### src/rtl/ecu_gpio_slave.sv
// Avalon-MM GPIO slave: registered outputs, synchronized/debounced/polarity-corrected inputs, edge capture, level irq.
// Writes take effect on the accepting edge; read data is valid for one cycle after acceptance; waitrequest is never asserted.
module ecu_gpio_slave #(
    parameter int          IN_WIDTH        = 32,
    parameter int          OUT_WIDTH       = 32,
    parameter int          DEBOUNCE_CYCLES = 4,
    parameter logic [31:0] ACTIVE_LOW_MASK = 32'h0000_000F
) (
    input  logic                 clk,
    input  logic                 reset_n,
    input  logic [2:0]           avs_address,
    input  logic                 avs_read,
    input  logic                 avs_write,
    input  logic [31:0]          avs_writedata,
    input  logic [3:0]           avs_byteenable,
    output logic [31:0]          avs_readdata,
    output logic                 avs_readdatavalid,
    output logic                 avs_waitrequest,
    input  logic [IN_WIDTH-1:0]  gpio_in,
    output logic [OUT_WIDTH-1:0] gpio_out,
    output logic                 irq
);

    localparam logic [15:0]         DB_LAST = 16'(DEBOUNCE_CYCLES - 1);
    localparam logic [IN_WIDTH-1:0] POL     = ACTIVE_LOW_MASK[IN_WIDTH-1:0];

    localparam logic [2:0] A_DATA_IN  = 3'd0;
    localparam logic [2:0] A_DATA_OUT = 3'd1;
    localparam logic [2:0] A_SET      = 3'd2;
    localparam logic [2:0] A_CLR      = 3'd3;
    localparam logic [2:0] A_IRQ_MASK = 3'd4;
    localparam logic [2:0] A_EDGE_CAP = 3'd5;
    localparam logic [2:0] A_EDGE_SEL = 3'd6;

    logic [IN_WIDTH-1:0]  sync0_q, sync1_q;
    logic [IN_WIDTH-1:0]  db_q, db_d, db_dly_q;
    logic [15:0]          cnt_q [IN_WIDTH];
    logic [15:0]          cnt_d [IN_WIDTH];
    logic [OUT_WIDTH-1:0] data_out_q, data_out_d;
    logic [IN_WIDTH-1:0]  irq_mask_q, irq_mask_d;
    logic [IN_WIDTH-1:0]  edge_sel_q, edge_sel_d;
    logic [IN_WIDTH-1:0]  edge_cap_q, edge_cap_d;
    logic [31:0]          readdata_q, readdata_d;
    logic                 rdvalid_q;

    logic [31:0]          be_mask, wbits, rd_mux;
    logic [IN_WIDTH-1:0]  corr, evt;
    logic                 wr_out, wr_set, wr_clr, wr_mask, wr_cap, wr_sel;

    assign be_mask = {{8{avs_byteenable[3]}}, {8{avs_byteenable[2]}},
                      {8{avs_byteenable[1]}}, {8{avs_byteenable[0]}}};
    assign wbits   = avs_writedata & be_mask;

    assign wr_out  = avs_write && (avs_address == A_DATA_OUT);
    assign wr_set  = avs_write && (avs_address == A_SET);
    assign wr_clr  = avs_write && (avs_address == A_CLR);
    assign wr_mask = avs_write && (avs_address == A_IRQ_MASK);
    assign wr_cap  = avs_write && (avs_address == A_EDGE_CAP);
    assign wr_sel  = avs_write && (avs_address == A_EDGE_SEL);

    // Polarity is corrected before debounce so db is always "1 = active".
    assign corr = sync1_q ^ POL;

    always_comb begin
        db_d = db_q;
        for (int i = 0; i < IN_WIDTH; i++) begin
            cnt_d[i] = cnt_q[i];
            if (corr[i] == db_q[i]) begin
                cnt_d[i] = '0;
            end else if (cnt_q[i] == DB_LAST) begin
                db_d[i]  = ~db_q[i];
                cnt_d[i] = '0;
            end else begin
                cnt_d[i] = cnt_q[i] + 16'd1;
            end
        end
    end

    assign evt = (db_q & ~db_dly_q) | (~db_q & db_dly_q & edge_sel_q);

    always_comb begin
        data_out_d = data_out_q;
        if (wr_out) begin
            data_out_d = (data_out_q & ~be_mask[OUT_WIDTH-1:0]) | wbits[OUT_WIDTH-1:0];
        end else if (wr_set) begin
            data_out_d = data_out_q | wbits[OUT_WIDTH-1:0];
        end else if (wr_clr) begin
            data_out_d = data_out_q & ~wbits[OUT_WIDTH-1:0];
        end
    end

    always_comb begin
        irq_mask_d = irq_mask_q;
        edge_sel_d = edge_sel_q;
        edge_cap_d = edge_cap_q;
        if (wr_mask) begin
            irq_mask_d = (irq_mask_q & ~be_mask[IN_WIDTH-1:0]) | wbits[IN_WIDTH-1:0];
        end
        if (wr_sel) begin
            edge_sel_d = (edge_sel_q & ~be_mask[IN_WIDTH-1:0]) | wbits[IN_WIDTH-1:0];
        end
        if (wr_cap) begin
            edge_cap_d = edge_cap_q & ~wbits[IN_WIDTH-1:0];
        end
        // A capture event in the same cycle as its clear must survive.
        edge_cap_d = edge_cap_d | evt;
    end

    // Mux reads current register contents, so a same-cycle write is not visible yet.
    always_comb begin
        rd_mux = '0;
        case (avs_address)
            A_DATA_IN:  rd_mux[IN_WIDTH-1:0]  = db_q;
            A_DATA_OUT: rd_mux[OUT_WIDTH-1:0] = data_out_q;
            A_IRQ_MASK: rd_mux[IN_WIDTH-1:0]  = irq_mask_q;
            A_EDGE_CAP: rd_mux[IN_WIDTH-1:0]  = edge_cap_q;
            A_EDGE_SEL: rd_mux[IN_WIDTH-1:0]  = edge_sel_q;
            default:    rd_mux = '0;
        endcase
    end

    assign readdata_d = avs_read ? rd_mux : readdata_q;

    always_ff @(posedge clk or negedge reset_n) begin
        if (!reset_n) begin
            sync0_q    <= POL;
            sync1_q    <= POL;
            db_q       <= '0;
            db_dly_q   <= '0;
            data_out_q <= '0;
            irq_mask_q <= '0;
            edge_sel_q <= '0;
            edge_cap_q <= '0;
            readdata_q <= '0;
            rdvalid_q  <= 1'b0;
            for (int i = 0; i < IN_WIDTH; i++) begin
                cnt_q[i] <= '0;
            end
        end else begin
            sync0_q    <= gpio_in;
            sync1_q    <= sync0_q;
            db_q       <= db_d;
            db_dly_q   <= db_q;
            data_out_q <= data_out_d;
            irq_mask_q <= irq_mask_d;
            edge_sel_q <= edge_sel_d;
            edge_cap_q <= edge_cap_d;
            readdata_q <= readdata_d;
            rdvalid_q  <= avs_read;
            for (int i = 0; i < IN_WIDTH; i++) begin
                cnt_q[i] <= cnt_d[i];
            end
        end
    end

    assign avs_readdata      = readdata_q;
    assign avs_readdatavalid = rdvalid_q;
    assign avs_waitrequest   = 1'b0;
    assign gpio_out          = data_out_q;
    assign irq               = |(edge_cap_q & irq_mask_q);

endmodule

### config.mk
export PLATFORM = sky130hd
export DESIGN_NAME = ecu_gpio_slave
export DESIGN_NICKNAME = d
export VERILOG_FILES = /design/src/rtl/ecu_gpio_slave.sv
export SDC_FILE = /design/constraint.sdc
export NUM_CORES = 1
export LEC_CHECK = 0
export BUFFER_PORTS_ARGS = -buffer_cell sky130_fd_sc_hd__buf_2
export CORE_MARGIN = 2
export CORE_UTILIZATION = 45
export CTS_CLUSTER_SIZE = 10
export DETAILED_ROUTE_END_ITERATION = 16
export GPL_TIMING_DRIVEN = 1
export SETUP_SLACK_MARGIN = 0.5
export SLEW_MARGIN = 25
export SYNTH_ARGS = -nofsm -noshare
export SYNTH_HDL_FRONTEND = slang
export SYNTH_SLANG_ARGS = --single-unit
### constraint.sdc
create_clock -name clk -period 3.42 [get_ports clk]
set_input_delay 1.026 -clock clk [delete_from_list [all_inputs] [get_ports clk]]
set_output_delay 1.026 -clock clk [all_outputs]
set_load 0.005 [all_outputs]
==> summary.md <==
| Metric | Value |
|---|---|
| Hold Violations, Final | 0 |
| FILL cells | 7266 |
| Part of the total power dissipated in sequential elements | 0.476 |
| Area of the mapped netlist | 36800 µm² |
| Critical path data arrival time | 2.18 ns |
| Global-route wire length before repair | 140000 µm |
| Vias in the first global route | 25240 |
| Overall fraction of global-route tracks in use | 0.205 |
| Number of maximum-capacitance constraint violations | 0 |
| Power share of the combinational group | 0.155 |
| Hold Path Class | input port to asynchronous set/reset pin |
| Post-synthesis register bit count | 801 |
| Maximum frequency from static timing analysis | 312 MHz |
| Internal power consumption | 17.7 mW |
| Detailed-route via count | 25904 |
| Syn. warnings | 0 |
| DRT Wirelength | 85200 µm |
| Overall die height | 290 µm |
| Most common cell after layout, fill and taps aside | sky130_fd_sc_hd__dfrtp_1 |
| Die Wd | 290 µm |
| Time the worst path needs with I/O delays and setup | 3.21 ns |
| Global route total overflow | 0 |
| Endpoint class of the critical path | output pin |
| Main synth FF type | sky130_fd_sc_hd__dfrtp_1 |
| Vias/cell | 5.49 |
| CTS H-tree lvls | 3 |
| Detailed Routing Iterations Pass 1 | 5 |
| Endpoint required time on the critical path | 2.39 ns |
| Run status | completed |
| Routed len/inst | 18.0 µm |
| Synthesized area per cell | 10.7 µm² |
| Buffer depth of the longest clock path | 3 |
| Seq/Total Area, Yosys | 0.545 |
| Clock-pin slew reported for the worst setup and hold paths after clock tree synthesis | 0.06 ns |
| Share of flip-flops with an asynchronous set or reset | 1.00 |
| Worst Tran Pin Value | 0.882 ns |
| Share of layout cells above drive strength 1 | 0.131 |
| Path type of the worst setup path | flip-flop to output pin |
| Residual DRC | 0 |
| Part of the cycle the worst path needs | 0.937 |
| Setup repair after global routing missed its margin | yes |
| Starting utilization of the core area | 0.456 |
| Gp weighted congestion | 0.830 |
| Switching pwr | 7.57 mW |
| Hold buffer count at CTS | 0 |
| Crit path launch type | flip-flop |
| Nets | 3713 |
| Area added between synthesis and finish | 13.3% |
| Final-report max-slew violation count | 0 |
| Nets in the synthesized netlist | 3545 |
| Clock root cell | sky130_fd_sc_hd__clkbuf_16 |
| Power density over the cells | 607 nW/µm² |
| Relative contribution of the clock network to total power | 0.369 |
| Clock network latency to the later pin of the worst-skew pair | 0.64 ns |
| Setup ws final | 0.214 ns |
| Count of distinct cell types in the synthesized netlist | 48 |
| Core area | 80700 µm² |
| Worst-path maximum fanout | 3 |
| Placement-stage worst setup slack | 0.494 ns |
| Commonest cells after routing, fill and taps aside | 793 x sky130_fd_sc_hd__dfrtp_1, 546 x sky130_fd_sc_hd__nor2_1, 297 x sky130_fd_sc_hd__xnor2_1, 189 x sky130_fd_sc_hd__nand2_1, 179 x sky130_fd_sc_hd__nand3_1 |
| Relative slew margins | 0.412 |
| Count of input and output buffers | 140 |
| Post-CTS setup buffers | 0 |
| Number of antenna violations at the first check in global routing | 24 |
| Starting DRC count in detailed routing | 1846 |
| Sinks on the clock net | 801 |
| Remaining number of nets flagged by the antenna check after routing | 0 |
| Pin count of the biggest net entering global routing | 98 |
| Setup tns final | 0 ns |
| CTS tree | yes |
| R2r worst-path depth | 5 |
| Power Total | 25.3 mW |
| Layout Utilization | 0.516 |
| Final setup viols | 0 |
| Final HPWL from detailed placement | 58800 µm |
| Number of instances in the synthesized netlist | 3438 |
| Switching power as a share of total power | 0.299 |
| Inserted Clock Buffers | 95 |
| VDD IR-drop max | 476 µV |
| Final setup skew | 0.0148 ns |
| Std cell rows | 104 |
| Floorplan die area | 84000 µm² |
| Io pins | 142 |
| Count of flip-flops with a built-in enable after synthesis | 0 |
| Static leakage | 17.3 nW |
==> synth_stat cells (18+ instances only) <==
| library cell | instances | area (µm²) |
|---|---|---|
| sky130_fd_sc_hd__mux2_2 | 93 | 1050 |
| sky130_fd_sc_hd__and3_1 | 71 | 444 |
| sky130_fd_sc_hd__nand3_1 | 179 | 896 |
| sky130_fd_sc_hd__xor2_1 | 154 | 1350 |
| sky130_fd_sc_hd__nor4_1 | 117 | 732 |
| sky130_fd_sc_hd__nor4b_1 | 31 | 272 |
| sky130_fd_sc_hd__dfrtp_1 | 793 | 19800 |
| sky130_fd_sc_hd__clkbuf_1 | 67 | 251 |
| sky130_fd_sc_hd__or3_1 | 26 | 163 |
| sky130_fd_sc_hd__inv_1 | 90 | 338 |
| sky130_fd_sc_hd__or2_2 | 18 | 113 |
| sky130_fd_sc_hd__nand2_1 | 189 | 709 |
| sky130_fd_sc_hd__buf_2 | 29 | 145 |
| sky130_fd_sc_hd__nor2b_1 | 35 | 219 |
| sky130_fd_sc_hd__nor3_1 | 138 | 691 |
| sky130_fd_sc_hd__xnor2_1 | 297 | 2600 |
| sky130_fd_sc_hd__a221o_1 | 63 | 631 |
| sky130_fd_sc_hd__mux4_2 | 31 | 698 |
| sky130_fd_sc_hd__nor2_1 | 546 | 2050 |
| sky130_fd_sc_hd__o21ai_0 | 31 | 155 |
| sky130_fd_sc_hd__ha_1 | 32 | 400 |
| sky130_fd_sc_hd__a21oi_1 | 91 | 455 |
| sky130_fd_sc_hd__nand4_1 | 142 | 888 |
==> power groups by stage <==
stage	Clock [mW]	Combinational (mW)	Sequential, mW
4_1_cts	9.61	4.00	12.1
3_5_place_dp	0	3.95	12.2
2_1_floorplan	0	2.91	11.6
6_report	9.33	3.92	12.1
5_1_grt	10.0	4.47	12.2
3_3_place_gp	0	3.92	12.2
==> final timing paths <==
path	startpoint	endpoint	slack [ns]
max in group asynchronous	reset_n	sync1_q[2]	2.20
min in group clk	sync0_q[11]	sync1_q[11]	0.35
worst max-delay path	flip-flop	irq	0.21
worst min register to register	sync0_q[11]	sync1_q[11]	0.35
worst min-delay path	reset_n	cnt_q[440]	0.30
worst max register to register	cnt_q[160]	cnt_q[162]	1.45
==> layout make-up <==
cell class	instances	area, µm²	area share
Sequential cell	801	20100	0.481
Multi-Input combinational cell	2447	16000	0.384
Clock buffer	141	2730	0.0656
Tap cell	1060	1330	0.0318
Timing Repair Buffer	171	1110	0.0267
Inverter	90	338	0.00811
Clock inverter	5	80.1	0.00192
Antenna cell	7	17.5	0.000420
==> routing by layer <==
layer  global-route usage  vias to the layer above  share of wire
met3               0.0606                      172          0.071
met1                0.302                    12750           0.48
met2                0.291                      520           0.42
met4               0.0645                       24          0.032
li1                     -                    12438              -
met5                    0                        -         0.0018
==> through the flow <==
stage                     hold slack (ns)  cells  area [µm²]
after floorplan                     0.331   3438       36800
after global placement              0.333   4569       38800
after detailed placement            0.335   4569       38800
after CTS                           0.268   4715       41600
after global routing                0.285   4719       41700
final                               0.298   4722       41700
==> critical path, cell delays in order, from the launching register on <==
cell                      delay, ns
sky130_fd_sc_hd__dfrtp_1       0.39
sky130_fd_sc_hd__a22oi_2       0.30
sky130_fd_sc_hd__nand4_1       0.16
sky130_fd_sc_hd__or4_4         0.55
sky130_fd_sc_hd__buf_6         0.14
==> what timing repair did <==
| action | 4_1_cts | 5_1_grt |
|---|---|---|
| setup endpoints to repair | 1 | 1 |
| pin swaps | 3 | 1 |
| gates resized for setup | 11 | 0 |
==> logic make-up after synthesis <==
kind of cell	share of synthesized area
AND/OR/NAND/NOR	0.223
flip-flops	0.545
XOR/XNOR	0.107
AO/OA/AOI/OAI	0.0448
buffers and inverters	0.0209
multiplexers	0.0477
adder cells (fa/ha/maj)	0.0109
other	0.000102
(Power assumes the default switching activity.)
